--- src/rtl/tail_light_pkg.sv ---
// Shared mode encodings and the chase-mask helper for the tail-light sequencer.
package tail_light_pkg;

    typedef logic [2:0] modeT;

    localparam modeT IDLE       = 3'b000;
    localparam modeT HAZARDS    = 3'b001;
    localparam modeT TURN_LEFT  = 3'b010;
    localparam modeT TURN_RIGHT = 3'b011;

    localparam int MAX_LAMPS = 32;

    // Lamps 0..step lit while step < n; step == n is the blank frame.
    function automatic logic [MAX_LAMPS-1:0] thermo(input int step, input int n);
        logic [MAX_LAMPS-1:0] mask;
        mask = '0;
        for (int i = 0; i < MAX_LAMPS; i++) begin
            if (i < n && i <= step && step < n) begin
                mask[i] = 1'b1;
            end
        end
        return mask;
    endfunction

endpackage

--- src/rtl/tail_light_tick_gen.sv ---
// Animation prescaler: one-cycle tick every TICK_DIV clocks while enabled.
module tail_light_tick_gen #(
    parameter int TICK_DIV = 12500000
) (
    input  logic clk,
    input  logic rst_n,
    input  logic clr,
    input  logic en,
    output logic tick
);

    localparam int CNT_W = (TICK_DIV > 1) ? $clog2(TICK_DIV) : 1;
    localparam logic [CNT_W-1:0] LAST_COUNT = CNT_W'(TICK_DIV - 1);

    logic [CNT_W-1:0] count;

    always_ff @(posedge clk or negedge rst_n) begin
        if (!rst_n) begin
            count <= '0;
        end else if (clr || !en) begin
            count <= '0;
        end else if (count == LAST_COUNT) begin
            count <= '0;
        end else begin
            count <= count + CNT_W'(1);
        end
    end

    assign tick = en && (count == LAST_COUNT);

endmodule

--- src/rtl/tail_light_sequencer.sv ---
// Tail-light controller: synchronised inputs, registered mode FSM, chase/blink
// step counter and registered lamp drive with brake overlay.
module tail_light_sequencer
    import tail_light_pkg::*;
#(
    parameter int LAMPS_PER_SIDE = 3,
    parameter int TICK_DIV       = 12500000
) (
    input  logic                      clk,
    input  logic                      rst_n,
    input  logic [1:0]                SW,
    input  logic                      turn_side_r,
    input  logic                      brake,
    output logic [LAMPS_PER_SIDE-1:0] left_lamps,
    output logic [LAMPS_PER_SIDE-1:0] right_lamps,
    output logic [2:0]                state
);

    localparam int STEP_W = $clog2(LAMPS_PER_SIDE + 1);
    localparam logic [STEP_W-1:0] LAST_TURN_STEP = STEP_W'(LAMPS_PER_SIDE);
    localparam logic [LAMPS_PER_SIDE-1:0] ALL_ON = {LAMPS_PER_SIDE{1'b1}};

    logic [1:0]                swMeta, swSync;
    logic                      turnSideMeta, turnSideSync;
    logic                      brakeMeta, brakeSync;
    modeT                      request;
    logic                      modeChange;
    logic                      tick;
    logic [STEP_W-1:0]         step;
    logic [LAMPS_PER_SIDE-1:0] chase;
    logic [LAMPS_PER_SIDE-1:0] leftNext, rightNext;

    always_ff @(posedge clk or negedge rst_n) begin
        if (!rst_n) begin
            swMeta       <= '0;
            swSync       <= '0;
            turnSideMeta <= 1'b0;
            turnSideSync <= 1'b0;
            brakeMeta    <= 1'b0;
            brakeSync    <= 1'b0;
        end else begin
            swMeta       <= SW;
            swSync       <= swMeta;
            turnSideMeta <= turn_side_r;
            turnSideSync <= turnSideMeta;
            brakeMeta    <= brake;
            brakeSync    <= brakeMeta;
        end
    end

    // Hazards outrank a turn request; a side flip is just a different request.
    always_comb begin
        request = IDLE;
        if (swSync[0]) begin
            request = HAZARDS;
        end else if (swSync[1]) begin
            request = turnSideSync ? TURN_RIGHT : TURN_LEFT;
        end
    end

    assign modeChange = (request != state);

    always_ff @(posedge clk or negedge rst_n) begin
        if (!rst_n) begin
            state <= IDLE;
        end else begin
            state <= request;
        end
    end

    tail_light_tick_gen #(
        .TICK_DIV(TICK_DIV)
    ) tickGen (
        .clk  (clk),
        .rst_n(rst_n),
        .clr  (modeChange),
        .en   (state != IDLE),
        .tick (tick)
    );

    // A mode change takes precedence over a coincident tick so the new pattern starts clean.
    always_ff @(posedge clk or negedge rst_n) begin
        if (!rst_n) begin
            step <= '0;
        end else if (modeChange) begin
            step <= '0;
        end else if (tick) begin
            case (state)
                HAZARDS:               step <= (step == '0) ? STEP_W'(1) : '0;
                TURN_LEFT, TURN_RIGHT: step <= (step == LAST_TURN_STEP) ? '0 : step + STEP_W'(1);
                default:               step <= '0;
            endcase
        end else if (state == IDLE) begin
            step <= '0;
        end
    end

    assign chase = LAMPS_PER_SIDE'(thermo(int'(step), LAMPS_PER_SIDE));

    always_comb begin
        leftNext  = '0;
        rightNext = '0;
        case (state)
            HAZARDS: begin
                if (step == '0) begin
                    leftNext  = ALL_ON;
                    rightNext = ALL_ON;
                end
            end
            TURN_LEFT: begin
                leftNext  = chase;
                rightNext = brakeSync ? ALL_ON : '0;
            end
            TURN_RIGHT: begin
                rightNext = chase;
                leftNext  = brakeSync ? ALL_ON : '0;
            end
            default: begin
                leftNext  = brakeSync ? ALL_ON : '0;
                rightNext = brakeSync ? ALL_ON : '0;
            end
        endcase
    end

    always_ff @(posedge clk or negedge rst_n) begin
        if (!rst_n) begin
            left_lamps  <= '0;
            right_lamps <= '0;
        end else begin
            left_lamps  <= leftNext;
            right_lamps <= rightNext;
        end
    end

endmodule

--- config.mk ---
export PLATFORM = sky130hd
export DESIGN_NAME = tail_light_sequencer
export DESIGN_NICKNAME = d
export VERILOG_FILES = /design/src/rtl/tail_light_pkg.sv /design/src/rtl/tail_light_tick_gen.sv /design/src/rtl/tail_light_sequencer.sv
export SDC_FILE = /design/constraint.sdc
export NUM_CORES = 1
export LEC_CHECK = 0
export ABC_CLOCK_PERIOD_IN_PS = 2200
export CAP_MARGIN = 20
export CORE_ASPECT_RATIO = 0.75
export CORE_MARGIN = 2
export CORE_UTILIZATION = 52
export CTS_CLUSTER_DIAMETER = 200
export DETAILED_ROUTE_END_ITERATION = 8
export HOLD_SLACK_MARGIN = 0.03
export PLACE_DENSITY = 0.72
export RECOVER_POWER = 100
export SYNTH_ARGS = -nofsm -noshare
export SYNTH_HDL_FRONTEND = slang
export SYNTH_SLANG_ARGS = --single-unit
export TNS_END_PERCENT = 30
--- constraint.sdc ---
create_clock -name clk -period 2.2 [get_ports clk]
set_input_delay 0.44 -clock clk [delete_from_list [all_inputs] [get_ports clk]]
set_output_delay 0.44 -clock clk [all_outputs]
set_load 0.02 [all_outputs]
Word level (Yosys, flattened, before mapping)
Index checks and enable logic that the tools add are counted.

cells by class
  add/subtract/negate cells = 2
  eq/ne operators = 6
  mux-type cells = 18
  reduce and logical (&&, ||, !) cells = 10
  $lt $le $gt $ge = 3

operators by type and width
  operator                                                                         number
  24-bit 2-to-1 mux                                                                2
  24-bit by 1-bit adder with 24-bit output, second input constant                  1
  24-bit == test, second input constant                                            1
  3-bit case mux with 2 select lines                                               2
  2-bit 2-to-1 mux                                                                 5
  3-bit 2-to-1 mux                                                                 3
  3-bit by 2-bit == test with 1-bit output, second input constant                  2
  3-bit nonzero test                                                               2
  1-bit 2-to-1 mux                                                                 5
  2-bit case mux with 2 select lines                                               1
  3-bit by 1-bit == test with 1-bit output, second input constant                  1
  1-bit logical AND                                                                3
  3-bit zero test                                                                  1
  3-bit != test                                                                    1
  2-bit by 1-bit adder with 2-bit output, second input constant                    1
  2-bit == test, second input constant                                             1
  1-bit by 2-bit less-or-equal comparator with 1-bit output, first input constant  1
  2-bit less-or-equal comparator, first input constant                             1
  2-bit zero test                                                                  1
  2-bit less-than comparator, second input constant                                1
  2-bit OR reduction                                                               1
  1-bit zero test                                                                  1
  1-bit logical OR                                                                 1

word-level totals
  bits in registers = 43
  output and inout port bits = 9

Longest topological paths before layout
Gate-level depths: netlist of run 1.

  depth after elaboration = 6
  depth in mapped cells = 6
  gate-level depth less buffers = 6

Modules after synthesis
Synthesis of run 1 repeated with hierarchy kept, for this count alone.

unflattened totals
  cell total of the unflattened synthesis = 195
  area, all modules = 2020.7 um^2

by module, submodules not included
  module                times used  sequential area each (um^2)  cells an instance  area each (um^2)
  tail_light_tick_gen   1           600.6                        134                1276.2
  tail_light_sequencer  1           450.4                        61                 744.5

Worst setup path after synthesis of run 1
Ideal clock, no wire load.

  kind = register to register
  start = register tickGen.count[0]
  end = register tickGen.count[22]
  arrival = 1.843 ns
  library setup time = 0.094 ns
  clock period less this slack = 1.937 ns
  buffers on the path = 0
  slack = 0.263 ns
  cell stages (with the launch flop) = 6
  cells stage by stage = dfrtp_1 > ha_1 > nand4_1 > or3_1 > or4_1 > a211oi_1

between the ends
  cells in the longest elaborated chain, start to end = 3
  elaborated cells on any way between the ends = 4

RTL lines
  element                                                                     RTL line                                              text
  start, declared                                                             tail_light_tick_gen.sv:15                             logic [CNT_W-1:0] count;
  start signal, assigned                                                      tail_light_tick_gen.sv:25                             count <= count + CNT_W'(1);
  24-bit by 1-bit adder with 24-bit output or 24-bit == test (tied branches)  tail_light_tick_gen.sv:25, tail_light_tick_gen.sv:22
  24-bit 2-to-1 mux (*)                                                       tail_light_tick_gen.sv:22                             end else if (count == LAST_COUNT) begin
  24-bit 2-to-1 mux (*)                                                       tail_light_tick_gen.sv:20                             end else if (clr || !en) begin

Mark *: on every way between the ends. The rest lies on a longest branch, timed or not.
A chain may end at the register's enable or synchronous reset.

Worst setup path after layout of run 1
  start = register tickGen.count[5]
  end = register tickGen.count[23]

Same word-level chain as after synthesis.

==> results of run 1 <==
==> critical path: stages (launching register included) <==
cell	delay [ns]
dfrtp_1	0.45
nand3_2	0.15
or4_4	0.62
or4_1	0.50
a211oi_1	0.23
==> power breakdown <==
group          total, mW  switching [mW]  internal (mW)
sequential         0.813          0.0149          0.798
clock              0.503           0.251          0.252
combinational      0.129          0.0783         0.0504
==> logic make-up (layout without fill, tap and decap cells) <==
group / Yosys count / in the layout
fa+ha+maj: 8 / 8
xor+xnor: 12 / 12
other cells: 1 / 1
simple gates: 77 / 77
buf+inv: 19 / 37
flops: 42 / 42
compound gates: 35 / 35
==> routing by layer <==
metal	up-vias	track usage [%]	routed length [um]
li1	739	-	-
met1	761	29.2	1800
met2	22	32.9	1810
met3	6	5.57	124
met4	0	4.76	38
met5	-	0	0
==> final cells by class <==
class | instances | area, um^2
multi-input combinational | 133 | 891
clock inverter | 2 | 12.5
clock buffer | 6 | 82.6
inverter | 11 | 41.3
timing repair buffer | 18 | 171
tap | 52 | 65.1
sequential | 42 | 1050
fill | 294 | 1370
==> flip-flops by register name (all words and copies together), names as in the netlist <==
register / cells
left_lamps: 3
turnSideSync: 1
swMeta: 2
brakeSync: 1
swSync: 2
step: 2
tickGen.count: 24
brakeMeta: 1
right_lamps: 3
turnSideMeta: 1
state: 2
==> final timing paths <==
check / startpoint / to / slack (ns)
worst min-delay path: brakeMeta$_DFF_PN0_ / brakeSync$_DFF_PN0_ / 0.35
worst max register to register: tickGen.count[5]$_DFF_PN0_ / tickGen.count[23]$_DFF_PN0_ / 0.17
max in group asynchronous: rst_n / tickGen.count[10]$_DFF_PN0_ / 1.14
worst max-delay path: tickGen.count[5]$_DFF_PN0_ / tickGen.count[23]$_DFF_PN0_ / 0.17
worst min register to register: brakeMeta$_DFF_PN0_ / brakeSync$_DFF_PN0_ / 0.35
min in group asynchronous: rst_n / tickGen.count[11]$_DFF_PN0_ / 0.37
==> per-stage QoR <==
stage / total power [mW] / hold WS (ns) / util (%)
floorplan: 0.895 / 0.144 / -
global placement: 0.960 / 0.333 / 60.3
detailed placement: 0.967 / 0.337 / 60.3
CTS: 1.47 / 0.119 / 62.9
global route: 1.52 / 0.371 / 62.8
finish: 1.44 / 0.348 / 62.8
==> cell usage in the layout, fill, tap and decap left out, drive strengths merged <==
master and n:
nor4b 2, nor4 4, nand2b 1, and4 2, nor2 5, a311oi 1, or3 6, nand2 18
nor3b 1, a31o 3, or4 6, nor2b 1, clkinvlp 1, xor2 2, and3 2, nor3 15
a21oi 4, nand4 7, o31ai 6, ha 8, a211oi 12, clkbuf 8, buf 4, clkinv 1
o21ai 6, dlygate4sd3 12, a21o 1, nand3 6, a211o 1, o31a 1, xnor2 10, dfrtp 42
inv 11, conb 1, and2 1
==> impl_metrics.csv, run 1 <==
group,metric,value,unit
floorplan,dieArea,4390,um^2
synth,synthMuxAreaShare,0,%
pwr,pwr_density_cell,624,nW/um^2
timing,fmax,493,MHz
clock_network,cts-root-buf,"clkbuf_8",
synth,yosys.area_share.adder,4.97,%
timing,slew_violations,0,
synth,ys_seq_area_share,52.2,%
detailed_routing,drcViolationCount,0,
synth,yosys.area.top_type,"dfrtp_1",
layout,area_growth,15.0,%
global_route,grt_max_degree,27,
timing,layout_setup_ws,0.170,ns
floorplan,fp.dieW,75.8,um
clock_network,post_cts_buffers,0,
synth,synth-simple-area-share,21.4,%
worst_hold_path,hold_path_class,"reg -> reg",
synth,synth_xor_xnor_area_share,5.22,%
global_route,grt_overflow,0,
critical_path,critPathMaxFanout,14,
place,dp_cells,256,
status,status,"complete, no violations",
layout,final_cells,264,
clock_network,cts.clk_slew.worst_paths,0.08,ns
timing,setup_violations,0,
floorplan,core,3680,um^2
detailed_routing,first_iter_violations,142,
timing,setup_tns,0,ns
timing,fin_worst_skew,0.00895,ns
layout,fin_nets,225,
floorplan,rows,19,
synth,async_flop_share,100,%
global_route,track_usage,20.9,%
clock_network,clock_latency,0.29,ns
global_route,antenna_found_initial,0,
global_route,grt_pass1_vias,1570,
floorplan,die_h,57.9,um
timing,rsz0062_at_grt,"false",
clock_network,clk_path_buf_depth,2,
synth,ys_ff_latch,42,
timing,period_share,92.3,%
synth,ys_top_cells_by_area,"dfrtp_1, ha_1, a211oi_1",
critical_path,crit_path_start_kind,"flop",
synth,synth_edf_count,0,
synth,ys_top_cells_by_count,"dfrtp_1, nand2_1, nor3_1",
clock_network,cts_hold_buf,0,
job,drv_cap,0,
pwr,vdd_drop_max,501,uV
clock_network,h-tree-depth,2,
timing,slew-limit-headroom,22.1,%
synth,synth_compound_area_share,12.2,%
timing,final_hold_viol_count,0,
place,postPlaceCellArea,2220,um^2
layout,diodes,0,
layout,drive_gt1_share,9.43,%
detailed_routing,drt-total-wl,3780,um
detailed_routing,drtPass1Iterations,4,
synth,synth.most_common_cell,"dfrtp_1",
synth,synth.top_cell.area_share,52.2,%
critical_path,required,2.40,ns
layout,design_area,2310,um^2
synth,ys_warn_count,0,
clock_network,cts_buffers,5,
critical_path,setup.worst_path.class,"reg -> reg",
critical_path,cp_data_arrival_time,2.23,ns
synth,synth_ff_type,"dfrtp_1",
detailed_routing,wl_per_cell,14.3,um
floorplan,pin_count,15,
place,hpwl,2720,um
floorplan,initial_core_util,54.6,%
global_route,grt_first_pass_wirelength,7000,um
synth,synth_top_family_by_area,"simple AND/OR/NAND/NOR gates",
clock_network,cts_tree,"yes",
place,port_buffers,13,
critical_path,rr_worst_depth,4,
synth,netlist_area,2010,um^2
synth,synthCells,194,
detailed_routing,viasPerCell,5.79,
worst_hold_path,hold_path_depth,0,
timing,min_period,2.03,ns
place,dp_slack,0.154,ns
place,gp_congestion,0.818,
timing,tightest_slew,1.17,ns
detailed_routing,num_vias,1528,
clock_network,cts_resized,0,
detailed_routing,ant_nets,0,
critical_path,end_kind,"flop",
pwr,leakagePower,0.888,nW
clock_network,cts.sinks,42,
synth,avgSynthCellArea,10.4,um^2
synth,syn_nets,208,
synth,synth_cell_type_count,36,
Power figures use the tool's default switching activity.
==> run 2: changes to the inputs <==
SLEW_MARGIN = 20   (was unset)
==> results of run 2 <==
The final DEF is identical to that of run 1; final timing and power are the same.
